--- src/rtl/bcd_operand_loader.sv ---
// Operand entry front-end for the 2-digit BCD adder: debounced-by-sync key presses
// capture operand A, then operand B with carry-in, and hand them off with Valid/Ack.
module bcd_operand_loader #(
  parameter int SYNC_STAGES = 2
) (
  input  logic       Clock,
  input  logic       Reset,
  input  logic [7:0] SW,
  input  logic       Cin,
  input  logic       Load_n,
  input  logic       Ack,
  output logic [7:0] A,
  output logic [7:0] B,
  output logic       CinQ,
  output logic       Valid,
  output logic       Err,
  output logic [1:0] State
);

  typedef enum logic [1:0] {
    S_A   = 2'b00,
    S_B   = 2'b01,
    S_RDY = 2'b10,
    S_ERR = 2'b11
  } state_t;

  function automatic logic digit_ok(input logic [3:0] d);
    return (d <= 4'd9);
  endfunction

  function automatic logic bcd_ok(input logic [7:0] v);
    return digit_ok(v[7:4]) && digit_ok(v[3:0]);
  endfunction

  logic [SYNC_STAGES-1:0] sync_q;
  logic [SYNC_STAGES-1:0] prime_q;
  logic                   prev_q;
  logic                   armed_q;
  logic                   synced;
  logic                   press;

  assign synced = sync_q[SYNC_STAGES-1];
  assign press  = ~synced & prev_q & armed_q;

  // prime_q marks when the reset preset has flushed out of the synchronizer, so
  // arming only ever sees a real high sample and a key held through reset is ignored.
  always_ff @(posedge Clock) begin
    if (Reset) begin
      sync_q  <= '1;
      prime_q <= '0;
      prev_q  <= 1'b1;
      armed_q <= 1'b0;
    end else begin
      sync_q  <= {sync_q[SYNC_STAGES-2:0], Load_n};
      prime_q <= {prime_q[SYNC_STAGES-2:0], 1'b1};
      prev_q  <= synced;
      armed_q <= armed_q | (synced & prime_q[SYNC_STAGES-1]);
    end
  end

  state_t     state_q, state_d;
  logic [7:0] a_q, a_d;
  logic [7:0] b_q, b_d;
  logic       cin_q, cin_d;
  logic       valid_q, valid_d;
  logic       err_q, err_d;
  logic       sw_ok;

  assign sw_ok = bcd_ok(SW);

  always_comb begin
    state_d = state_q;
    a_d     = a_q;
    b_d     = b_q;
    cin_d   = cin_q;
    unique case (state_q)
      S_A, S_RDY: begin
        // In S_RDY a press outranks a simultaneous Ack and restarts entry of A.
        if (press) begin
          if (sw_ok) begin
            a_d     = SW;
            state_d = S_B;
          end else begin
            state_d = S_ERR;
          end
        end else if (state_q == S_RDY && Ack) begin
          state_d = S_A;
        end
      end
      S_B: begin
        if (press) begin
          if (sw_ok) begin
            b_d     = SW;
            cin_d   = Cin;
            state_d = S_RDY;
          end else begin
            state_d = S_ERR;
          end
        end
      end
      S_ERR: begin
        if (press) state_d = S_A;
      end
      default: state_d = S_A;
    endcase
    valid_d = (state_d == S_RDY);
    err_d   = (state_d == S_ERR);
  end

  always_ff @(posedge Clock) begin
    if (Reset) begin
      state_q <= S_A;
      a_q     <= 8'h00;
      b_q     <= 8'h00;
      cin_q   <= 1'b0;
      valid_q <= 1'b0;
      err_q   <= 1'b0;
    end else begin
      state_q <= state_d;
      a_q     <= a_d;
      b_q     <= b_d;
      cin_q   <= cin_d;
      valid_q <= valid_d;
      err_q   <= err_d;
    end
  end

  assign A     = a_q;
  assign B     = b_q;
  assign CinQ  = cin_q;
  assign Valid = valid_q;
  assign Err   = err_q;
  assign State = state_q;

endmodule

--- config.mk ---
export PLATFORM = sky130hd
export DESIGN_NAME = bcd_operand_loader
export DESIGN_NICKNAME = d
export VERILOG_FILES = /design/src/rtl/bcd_operand_loader.sv
export SDC_FILE = /design/constraint.sdc
export NUM_CORES = 1
export LEC_CHECK = 0
export ABC_CLOCK_PERIOD_IN_PS = 2100
export CORE_UTILIZATION = 30
export CTS_CLUSTER_SIZE = 10
export DETAILED_ROUTE_END_ITERATION = 12
export PLACE_DENSITY = 0.67
export SYNTH_ARGS = -nofsm -noshare
export SYNTH_HDL_FRONTEND = slang
export SYNTH_SLANG_ARGS = --single-unit
--- constraint.sdc ---
create_clock -name Clock -period 2.1 [get_ports Clock]
set_clock_uncertainty 0.1 [all_clocks]
set_input_delay 0.42 -clock Clock [delete_from_list [all_inputs] [get_ports Clock]]
set_output_delay 0.42 -clock Clock [all_outputs]
set_load 0.05 [all_outputs]
==> results of run 1 <==
layout make-up:
class                   count  area (um^2)
multi-input cells          70          415
fillers                   375         1950
repair buffers             39          370
well taps                  46         57.6
flip-flops and latches     27          541
clock buffers               4         26.3
inverters                   2         7.51
routing by layer:
| metal | GRT usage, % | wire [um] | up-vias | part of all wire, % |
|---|---|---|---|---|
| li1 | - | - | 454 | - |
| met1 | 17.2 | 1090 | 414 | 47 |
| met2 | 22.4 | 1010 | 39 | 43 |
| met3 | 4.41 | 188 | 4 | 8.1 |
| met4 | 7.79 | 38 | 0 | 1.6 |
| met5 | 0 | 0 | - | 0 |
where the power goes:
part	switching, uW	leakage (uW)	total, uW	internal, uW
clock network	147	0.0000150	222	74.5
logic	38.6	0.000287	76.2	37.6
registers	3.34	0.000219	523	519
cell usage in the layout (no fill, tap or decap):
| master | count |
|---|---|
| clkdlybuf4s50_1 | 31 |
| dfxtp_1 | 27 |
| nand2_1 | 11 |
| nand3_1 | 9 |
| o21ai_0 | 9 |
| nor4_1 | 9 |
| a31o_1 | 9 |
| buf_4 | 8 |
| a21oi_1 | 4 |
| nor2_1 | 4 |
| or2_2 | 3 |
| clkbuf_4 | 3 |
| o21ai_1 | 2 |
| clkinv_1 | 1 |
| inv_1 | 1 |
| and3b_1 | 1 |
| nand2_4 | 1 |
| nor3_1 | 1 |
| nor2b_1 | 1 |
| nor3b_1 | 1 |
| nand4b_2 | 1 |
| nor4b_1 | 1 |
| or3_1 | 1 |
| or4_2 | 1 |
| a21boi_0 | 1 |
| clkbuf_1 | 1 |
per-stage QoR:
| step | area, um^2 | total power (uW) | TNS (ns) |
|---|---|---|---|
| final | 1420 | 821 | 0 |
| after floorplan | 1050 | 573 | 0 |
| after detailed placement | 1390 | 609 | -0.179 |
| after global routing | 1420 | 856 | 0 |
| after CTS | 1420 | 829 | 0 |
| after global placement | 1390 | 608 | -0.0915 |
state kept, by name (all words and copies together) (netlist names):
register / flops
A: 8
B: 8
State: 2
prime_q: 2
sync_q: 2
CinQ: 1
Err: 1
Valid: 1
armed_q: 1
prev_q: 1
worst max-delay path by stage:
stage / startpoint / slack (ns) / to / cells after the start
finish: A[7]$_SDFFE_PP0P_ / 0.07 / A[7] / 1
global route: B[7]$_SDFFE_PP0P_ / 0.02 / B[7] / 1
CTS: A[7]$_SDFFE_PP0P_ / 0.06 / A[7] / 1
detailed placement: SW[2] / -0.03 / B[3]$_SDFFE_PP0P_ / 5
global placement: SW[5] / -0.01 / B[0]$_SDFFE_PP0P_ / 5
floorplan: State[1]$_SDFF_PP0_ / 0.39 / Valid$_SDFF_PP0_ / 3
logic make-up (layout without fill, tap and decap cells):
group / count (synthesis) / count (layout) / synth area share [%]
AOI/OAI and AO/OA: 25 / 25 / 15.3
buffers and inverters: 11 / 45 / 9.26
DFF: 27 / 27 / 51.3
and+or+nand+nor: 45 / 45 / 24.1
==> run metrics, run 1 <==
WP data arrival=1.51 ns; Nets=around 160; IO Count=34; final worst slack=0.0688 ns; Max-slew headroom=between 60% and 70%; LEAKAGE=0.000521 uW; Mapped Area=0.00105 mm^2; # diodes=0; GP Congestion=0.807; CP top delay family=buffers and inverters; Worst-Margin Slew=a little over 0.5 ns; peak supply drop=0.273 mV; Post-synth top cells=27 x dfxtp_1, 11 x nand2_1; Hold WS=0.328 ns; synth top area cells=dfxtp_1 51%, a31o_1 7.5%, nor4_1 5.3%; worst-path cell chain=clkdlybuf4s50_1; Die Wd=61.3 um; std cell rows=21; Setup Buffers After CTS=0; RSZ-0062 raised after global routing=no; proportion of layout cells with a drive suffix above 1=12.0%; Reg-to-Reg Start=sync_q[1]$_SDFF_PP1_; final setup fails=0; final worst path period share=96.7%; clock slew at reported path FFs=0.13 ns; CP max stage delay=0.81 ns; synthesized area per cell=9.75 um^2; EDFF count, synth=0; Worst setup EP type=primary output; vias in the first global route=900; Final Non-Filler Cells=around 190; root buffer cell=clkbuf_4; Max Clock Freq=~500 MHz; initial antenna violation count=0; effective utilization at floorplan=a little under a third; detailed-route via count=a little over 900; worst r2r dst=CinQ$_SDFFE_PP0P_; Die ar.=about 0.0038 mm^2; Max-cap violations=0; HPWL after detailed placement=1650 um; reg2reg path depth=4; clock buffer depth=2; post-cts resize count=0; # DRC=0; Routed WL=about 2300 um; worst skew pair latency=0.32 ns; first-pass GRT wire length=3850 um; antenna-violating nets left=0; WL/cell=12.4 um; synthesis-to-layout area growth=34.6%; WHS Endpoint=sync_q[1]$_SDFF_PP1_; nature of the critical path startpoint=flip-flop; crit path max-delay cell type=clkdlybuf4s50_1; final core area utilization=42.2%; placed cell count=184; count leader, synth=dfxtp_1; number of DRC markers in iteration 0=27; pin count of the biggest net entering global routing=28; Synth Flop Type=dfxtp_1; via/cell ratio=4.85; Core Footprint=0.00336 mm^2; Crit Path Max Fanout=2; status=complete, no violations; Post-Syn Nets=~120; asr flop ratio synth=0%; PortBufs=33; H-tree depth reported by CTS=1; FF+latch count, synth=27; Yosys top cell by area=dfxtp_1; dpl ws=-0.0264 ns; Syn Inst Count=between 100 and 150; sequential area share after synthesis=51.3%; CP bufs+invs=1; top-area cell type share of the netlist area=between 50% and 60%; Critical Path RT=1.58 ns; reg2reg setup slack=0.21 ns; gr usage total=14.2%; Tmin final=just over 2 ns; max-slew violation count=0; clock sink total=27; hold depth=1; Pre-antenna DRT Iters=4; CTS buffer count=3; Die Ht=61.3 um; Fin. Hold Viols=0; CTS hold repair buffers=0; Syn. warnings=0; Cell variety after synth=27; total grt overflow=0; source of the worst hold timing path=sync_q[0]$_SDFF_PP1_; Worst Hold Class=reg2reg; CTS tree=done; Setup CP Type=reg2out; Pwr Density=579 mW/mm^2
Power figures use the tool's default switching activity.
==> run 2: changes to the inputs <==
- CORE_MARGIN: not set -> 3
==> run 2 against run 1 <==
  * Wire length increased by 2.0%
  * Setup slack better by 0.0098 ns
  * Cell area hardly changed
  * Critical path type unchanged
  * Largest power group unchanged
==> run metrics, run 2 (synthesis gave the netlist of run 1 again) <==
max-slew violation count=0 (unchanged); reg2reg setup slack=0.18 ns (was 0.21 ns); WL/cell=12.7 um (was 12.4 um); leading cell type in the layout, fill and taps excluded=clkdlybuf4s50_1 (unchanged); RSZ-0062 raised after global routing=no (unchanged); detailed-route via count=904 (was 911); number of DRC markers in iteration 0=19 (was 27); Pwr Density=571 mW/mm^2 (was 579 mW/mm^2); root buffer cell=clkbuf_4 (unchanged); hold depth=1 (unchanged); final setup fails=0 (unchanged); effective utilization at floorplan=32.9% (was 31.3%); Nets=156 (unchanged); CTS buffer count=3 (unchanged); most frequent cells in the layout=30 x clkdlybuf4s50_1, 27 x dfxtp_1, 11 x nand2_1 (was 31 x clkdlybuf4s50_1, 27 x dfxtp_1, 11 x nand2_1); worst skew pair latency=0.32 ns (about the same); total grt overflow=0 (unchanged); total power=811 uW (was 821 uW); Setup CP Type=reg2out (unchanged); Worst-Margin Slew=0.506 ns (was 0.511 ns); first-pass GRT wire length=3930 um (was 3850 um); H-tree depth reported by CTS=1 (unchanged); Routed WL=2370 um (was 2320 um); CP max stage delay=0.81 ns (about the same); Max-cap violations=0 (unchanged); Worst setup EP type=primary output (unchanged); Die Wd=65.3 um (was 61.3 um); worst-path cell chain=clkdlybuf4s50_1 (unchanged); Die ar.=0.00426 mm^2 (was 0.00375 mm^2); vias in the first global route=890 (was 900); Tmin final=2.02 ns (was 2.03 ns); GP Congestion=0.877 (was 0.807); pin count of the biggest net entering global routing=28 (unchanged); initial antenna violation count=0 (unchanged); Die Ht=65.3 um (was 61.3 um); gr usage total=11.6% (was 14.2%); synthesis-to-layout area growth=34.7% (was 34.6%); Setup Buffers After CTS=0 (unchanged); Max Clock Freq=495 MHz (was 492 MHz); reg2reg path depth=4 (unchanged); WHS Endpoint=sync_q[1]$_SDFF_PP1_ (unchanged); Max-slew headroom=66.1% (was 65.8%); crit path max-delay cell type=clkdlybuf4s50_1 (unchanged); proportion of layout cells with a drive suffix above 1=12.7% (was 12.0%); CTS tree=done (unchanged); final core area utilization=44.3% (was 42.2%); total negative slack=0 ns (unchanged); Final Non-Filler Cells=186 (was 188); source of the worst hold timing path=sync_q[0]$_SDFF_PP1_ (unchanged); CP bufs+invs=1 (unchanged); Pre-antenna DRT Iters=4 (unchanged); Fin. Hold Viols=0 (unchanged); PortBufs=33 (unchanged); Worst Hold Class=reg2reg (unchanged); HPWL after detailed placement=1780 um (was 1650 um); final worst path period share=96.3% (was 96.7%); peak supply drop=0.283 mV (was 0.273 mV); clock slew at reported path FFs=0.14 ns (was 0.13 ns); clock sink total=27 (unchanged); Reg-to-Reg Start=sync_q[1]$_SDFF_PP1_ (unchanged); CP top delay family=buffers and inverters (unchanged); LEAKAGE=0.000543 uW (was 0.000521 uW); IO Count=34 (unchanged); WP data arrival=1.50 ns (was 1.51 ns); Critical Path RT=1.58 ns (about the same); post-cts resize count=0 (unchanged); std cell rows=20 (was 21); # DRC=0 (unchanged); nature of the critical path startpoint=flip-flop (unchanged); # diodes=0 (unchanged); clock buffer depth=2 (unchanged); Crit Path Max Fanout=2 (unchanged); via/cell ratio=4.86 (was 4.85); Core Footprint=0.00320 mm^2 (was 0.00336 mm^2); placed cell count=182 (was 184); worst r2r dst=B[3]$_SDFFE_PP0P_ (was CinQ$_SDFFE_PP0P_); CTS hold repair buffers=0 (unchanged); antenna-violating nets left=0 (unchanged); status=complete, no violations (unchanged)
-- run 2: through the flow --
step	worst slack (ns)	hold WS [ns]	cell area (um^2)
after floorplan	0.388	0.289	1050
after global placement	-0.00232	0.299	1390
after detailed placement	-0.0639	0.301	1390
after CTS	0.0551	0.338	1420
after global routing	0.0194	0.355	1420
final	0.0786	0.332	1420
-- run 2: worst max path at each step --
stage                        startpoint           endpoint  slack, ns  cells past startpoint
floorplan           State[1]$_SDFF_PP0_   Valid$_SDFF_PP0_       0.39                      3
global placement                  SW[5]  B[0]$_SDFFE_PP0P_     -0.002                      5
detailed placement                SW[1]  B[1]$_SDFFE_PP0P_      -0.06                      5
CTS                   B[6]$_SDFFE_PP0P_               B[6]       0.06                      1
global route          A[4]$_SDFFE_PP0P_               A[4]       0.02                      1
finish                A[6]$_SDFFE_PP0P_               A[6]       0.08                      1
-- run 2: final cells by class --
type                    instances  area [um^2]
fillers                       346         1780
flip-flops and latches         27          541
multi-input cells              70          415
repair buffers                 39          373
well taps                      44         55.1
clock buffers                   3         22.5
inverters                       2         7.51
clock inverters                 1         5.00
-- run 2: where the power goes --
part | switching [uW] | total, uW | internal (uW)
Combinational | 38.0 | 75.6 | 37.6
Sequential | 3.32 | 523 | 519
Clock | 141 | 212 | 71.2
Total | 183 | 811 | 628
-- run 2: layer usage --
layer	vias to the layer above	global-route usage [%]	wire (um)
met2	29	18.8	1080
met1	416	15.2	1140
met5	-	0	0
li1	457	-	-
met3	2	2.74	142
met4	0	3.63	8
